<file path="src/rtl/booth_mult_seq.sv">
// booth_mult_seq
//   Sequential radix-2 Booth multiplier. One add/subtract step per clock
//   through a carry-lookahead adder built from 8-bit slices. Produces the low
//   WIDTH bits of the signed product and a signed-overflow flag. A one-cycle
//   ready pulse marks a valid result.
//
// Ports
//   clock          : single clock, rising edge
//   reset          : synchronous, active-high, clears all state
//   ctrl_MULT      : start pulse; the operands are sampled on the same edge
//   data_operandA  : multiplicand M, two's complement
//   data_operandB  : multiplier Q, two's complement
//   data_result    : low WIDTH bits of A*B; held until the next completion
//   data_exception : the signed product does not fit in WIDTH bits
//   data_resultRDY : one-cycle pulse; data_result and data_exception are valid
//   busy           : high while the multiplier steps
module booth_mult_seq #(
  parameter int WIDTH = 32,
  parameter int CNTW  = 6
) (
  input  logic             clock,
  input  logic             reset,
  input  logic             ctrl_MULT,
  input  logic [WIDTH-1:0] data_operandA,
  input  logic [WIDTH-1:0] data_operandB,
  output logic [WIDTH-1:0] data_result,
  output logic             data_exception,
  output logic             data_resultRDY,
  output logic             busy
);

  localparam int NS = WIDTH / 8;

  typedef enum logic [1:0] {IDLE, RUN, DONE} state_t;

  state_t          state;
  logic [CNTW-1:0] count;
  logic [WIDTH:0]  acc;     // one guard bit so that subtracting -2^(WIDTH-1) cannot wrap
  logic [WIDTH-1:0] q;
  logic [WIDTH-1:0] m;
  logic            q_m1;

  // Booth recoding: 01 -> add M, 10 -> subtract M, 00/11 -> no change.
  logic             add_en;
  logic             sub;
  logic [WIDTH-1:0] b_op;
  logic             b_top;

  assign add_en = q[0] ^ q_m1;
  assign sub    = q[0] & ~q_m1;
  // Subtraction is acc + ~M + 1; the +1 enters as the adder carry-in.
  assign b_op   = add_en ? (sub ? ~m : m) : '0;
  assign b_top  = add_en ? (sub ? ~m[WIDTH-1] : m[WIDTH-1]) : 1'b0;

  // 8-bit carry-lookahead slice: returns {carry_out, sum}.
  function automatic logic [8:0] cla8(input logic [7:0] a, input logic [7:0] b, input logic ci);
    logic [7:0] g;
    logic [7:0] p;
    logic [8:0] c;
    g    = a & b;
    p    = a ^ b;
    c[0] = ci;
    for (int i = 0; i < 8; i++) c[i+1] = g[i] | (p[i] & c[i]);
    return {c[8], p ^ c[7:0]};
  endfunction

  logic [NS-1:0]   slice_g;
  logic [NS-1:0]   slice_p;
  logic [NS:0]     slice_c;
  logic [WIDTH:0]  sum;

  // Per-slice group generate/propagate, then lookahead across slices.
  for (genvar gi = 0; gi < NS; gi++) begin : g_slice
    logic [8:0] gen0;
    logic [8:0] res;
    assign gen0         = cla8(acc[gi*8 +: 8], b_op[gi*8 +: 8], 1'b0);
    assign slice_g[gi]  = gen0[8];
    assign slice_p[gi]  = &(acc[gi*8 +: 8] ^ b_op[gi*8 +: 8]);
    assign res          = cla8(acc[gi*8 +: 8], b_op[gi*8 +: 8], slice_c[gi]);
    assign sum[gi*8 +: 8] = res[7:0];
  end

  always_comb begin
    slice_c    = '0;
    slice_c[0] = sub;
    for (int s = 0; s < NS; s++) slice_c[s+1] = slice_g[s] | (slice_p[s] & slice_c[s]);
  end

  // Guard bit: the sign-extension position of the adder.
  assign sum[WIDTH] = acc[WIDTH] ^ b_top ^ slice_c[NS];

  // Arithmetic right shift of {sum, q, q_m1}.
  logic [WIDTH:0]   acc_sh;
  logic [WIDTH-1:0] q_sh;
  assign acc_sh = {sum[WIDTH], sum[WIDTH:1]};
  assign q_sh   = {sum[0], q[WIDTH-1:1]};

  always_ff @(posedge clock) begin
    if (reset) begin
      state          <= IDLE;
      count          <= '0;
      acc            <= '0;
      q              <= '0;
      m              <= '0;
      q_m1           <= 1'b0;
      data_result    <= '0;
      data_exception <= 1'b0;
      data_resultRDY <= 1'b0;
      busy           <= 1'b0;
    end else begin
      data_resultRDY <= 1'b0;
      if (ctrl_MULT) begin
        // A start is honoured in every state; a running operation is abandoned.
        m     <= data_operandA;
        q     <= data_operandB;
        q_m1  <= 1'b0;
        acc   <= '0;
        count <= '0;
        state <= RUN;
        busy  <= 1'b1;
      end else begin
        case (state)
          RUN: begin
            acc   <= acc_sh;
            q     <= q_sh;
            q_m1  <= q[0];
            count <= count + 1'b1;
            if (count == CNTW'(WIDTH - 1)) begin
              state          <= DONE;
              busy           <= 1'b0;
              data_resultRDY <= 1'b1;
              data_result    <= q_sh;
              // Overflow unless the upper half is pure sign extension of the low word.
              data_exception <= (acc_sh != {(WIDTH+1){q_sh[WIDTH-1]}});
            end
          end
          DONE:    state <= IDLE;
          default: state <= IDLE;
        endcase
      end
    end
  end

endmodule
</file>
<file path="config.mk">
export PLATFORM = sky130hd
export DESIGN_NAME = booth_mult_seq
export DESIGN_NICKNAME = d
export VERILOG_FILES = /design/src/rtl/booth_mult_seq.sv
export SDC_FILE = /design/constraint.sdc
export NUM_CORES = 1
export LEC_CHECK = 0
export ABC_AREA = 1
export CAP_MARGIN = 5
export CORE_MARGIN = 5
export CORE_UTILIZATION = 49
export CTS_BUF_LIST = sky130_fd_sc_hd__clkbuf_2
export DETAILED_ROUTE_END_ITERATION = 12
export PLACE_DENSITY = 0.73
export SYNTH_ARGS = -nofsm -noshare
export SYNTH_HDL_FRONTEND = slang
export SYNTH_SLANG_ARGS = --single-unit
</file>
<file path="constraint.sdc">
create_clock -name clock -period 8.1 [get_ports clock]
set_input_delay 1.62 -clock clock [delete_from_list [all_inputs] [get_ports clock]]
set_output_delay 1.62 -clock clock [all_outputs]
set_load 0.02 [all_outputs]
</file>
==> summary.txt <==
Timing
  – Fmax: 148.7 MHz
  – RSZ-0062 raised after global routing: no
  – Worst slew margin: 0.3691
  – Final setup TNS: 0 ns
  – Final period util: 0.8301
  – Final setup fails: 0
  – Post-layout min period: 6.723 ns
  – Worst-margin pin slew: 0.9454 ns
  – WHS: 0.4331 ns
  – Final hold violation count: 0
  – Max-slew violations: 0
  – Worst clock skew: 0.03923 ns
  – Post-route setup slack: 1.377 ns

Critical path
  – Largest stage delay on the critical path: 0.71 ns
  – CP Max Fanout: 40
  – Worst Path Arrival: 7.36 ns
  – Setup crit end kind: register
  – Crit path kind: register to register
  – Critical Path Start Type: register
  – Worst Path Buf+Inv: 2
  – Crit path max-delay family: adder cells
  – Most frequent cell on the critical path: fa_1
  – Crit path max-delay cell type: ha_2
  – Worst path required time: 8.73 ns

Global route
  – Vias in the first global route: 5924
  – Global-route wire length before repair: 28.58 mm
  – Antenna violations before repair: 1
  – Largest net degree at the start of global routing: 94
  – Global route overflow: 0
  – Tot GR Track Use: 0.1958

Power
  – Comb power frac: 0.154
  – LEAKAGE: 3.607 nW
  – Sw Ratio: 0.3125
  – Clock power frac: 0.320
  – Peak supply drop: 102.6 uV
  – Switching pwr: 0.0004369 W
  – Pint: 0.0009612 W
  – Sequential power share: 0.526
  – Power Dens Cells: 160.8 nW/um2

Drt
  – DRT antenna net count: 0
  – Drt initial violations: 386
  – Vias: 6389
  – DR DRC count: 0
  – Routed length per placed instance: 13.51 um
  – Routed WL: 17.00 mm
  – Drt pass-1 iters: 5
  – Vias per cell: 5.079

Logic synthesis
  – Avg Inst Size Synth: 7.446 um2
  – Asr flop ratio synth: 0
  – Largest cells by area after synthesis: dfxtp_1, nand2_1, inv_1, fa_1, nor2_1
  – Sequential fraction of the synthesis area: 0.3810
  – Syn_nets: 1117
  – Synth unique cells: 42
  – Register bit total from synthesis: 140
  – Cell taking the most area after synthesis: dfxtp_1
  – Post-synth top area share: 0.3810
  – Number of synthesized flops with an enable pin: 0
  – Cell with the most instances after synthesis: nand2_1
  – Yosys Warn Count: 0
  – Top FF cell, synth: dfxtp_1
  – Mapped cell area: 7357 um2
  – Synth cell count leaders: nand2_1, inv_1, dfxtp_1
  – Synth Instances: 988

Hold path
  – Worst hold-check path type: register to register

Status
  – Outcome: finished, final reports clean

Die
  – Starting Density: 0.5024
  – Overall die width: 132.5 um
  – Core area: 14640 um2
  – Die ar.: 17570 um2
  – Num ports: 102
  – Row cnt: 44
  – Die Span Y: 132.5 um

Place
  – Cells after DPL: 1226
  – Dpl ws: 1.395 ns
  – Placer Congestion: 0.8171
  – Dpl hpwl: 11.61 mm
  – Input/output buffers: 101

Flow run
  – Total of max-cap violations: 0

Clock network
  – Root Buffer: clkbuf_2
  – Clock transition at path regs: 0.27 ns
  – Htree depth: 4
  – CTS tree: done
  – Clk_lat worst skew: 0.73 ns
  – CTS max path bufs: 2
  – CTS Buf Count: 17
  – Clock tree sinks: 140
  – Postcts setup bufs: 0
  – CTS Hold Bufs: 0
  – PostCTS Resize Cnt: 0

Layout
  – Non-filler cells, final: 1258
  – Share of layout cells above drive strength 1: 0.05400
  – Final-stage net count: 1190
  – N_diodes: 0
  – Area Overhead vs Synth: 18.20%
[metrics by stage]
step,instance area [um2],power (W),utilization
4_1_cts,8696,0.001409,0.5938
6_report,8696,0.001398,0.5938
2_1_floorplan,7357,0.0008874,-
3_5_place_dp,8433,0.0009633,0.5759
3_3_place_gp,8433,0.0009600,0.5759
5_1_grt,8696,0.001473,0.5938
[tightest hold or removal path: cells and delay by family (launching register included)]
kind                   cells  cell delay (ns)
AO/OA/AOI/OAI              1             0.06
buffers and inverters      1             0.06
flip-flops                 1             0.34
[power by group through the flow]
| stage | combinational [W] | sequential, W | clock, W |
|---|---|---|---|
| 3_5_place_dp | 0.000214 | 0.000749 | 0 |
| 2_1_floorplan | 0.000143 | 0.000745 | 0 |
| 4_1_cts | 0.000216 | 0.000735 | 0.000458 |
| 6_report | 0.000215 | 0.000736 | 0.000448 |
| 5_1_grt | 0.000242 | 0.000740 | 0.000491 |
| 3_3_place_gp | 0.000212 | 0.000748 | 0 |
[layer usage]
layer / wire (um) / GRT usage
met5: 7 / 0
met3: 920 / 0.04784
met2: 7123 / 0.3023
met4: 241 / 0.05196
met1: 8702 / 0.2756
[worst paths after layout]
path | from | slack [ns] | end | cells past startpoint
worst max-delay path | q[0] | 1.38 | data_exception | 25
worst min register to register | q[22] | 0.43 | data_result[21] | 2
worst min-delay path | q[22] | 0.43 | data_result[21] | 2
worst max register to register | q[0] | 1.38 | data_exception | 25
[cell usage in the layout, fill, tap and decap left out, drive strengths merged, types with 2 or more instances in the layout]
| master | count |
|---|---|
| inv | 162 |
| nand2 | 160 |
| dfxtp | 140 |
| nor2 | 125 |
| clkdlybuf4s50 | 100 |
| o21ai | 98 |
| a21oi | 52 |
| nor3 | 39 |
| ha | 34 |
| nand3 | 29 |
| fa | 28 |
| a31oi | 23 |
| clkbuf | 17 |
| nor4 | 10 |
| a22oi | 8 |
| a22o | 7 |
| buf | 7 |
| xnor2 | 4 |
| xor2 | 4 |
| nand4 | 4 |
| o32ai | 3 |
| clkinv | 3 |
| a211oi | 2 |
| o31ai | 2 |
| clkinvlp | 2 |
| bufinv | 2 |
[layout make-up]
cell class	instances	area [um2]
clock buffers	17	85.08
clock inverters	15	177.7
fillers	1374	5948
inverters	154	580.6
multi-input cells	641	3769
flip-flops and latches	140	2803
well taps	184	230.2
repair buffers	107	1051
[registers in the layout, summed over array words and instances, names as in the netlist]
register        flops
state               2
q                  32
m                  32
q_m1                1
data_exception      1
busy                1
data_resultRDY      1
acc                32
data_result        32
count               6
[cells by family (layout without fill, tap and decap cells)]
logic type	after synthesis	after routing	share of synthesized area
simple gates	370	370	0.2124
buf+inv	207	293	0.1092
compound gates	201	201	0.1539
flops	140	140	0.3810
fa+ha+maj	62	62	0.1340
xor+xnor	8	8	0.009523
(Power assumes the default switching activity.)
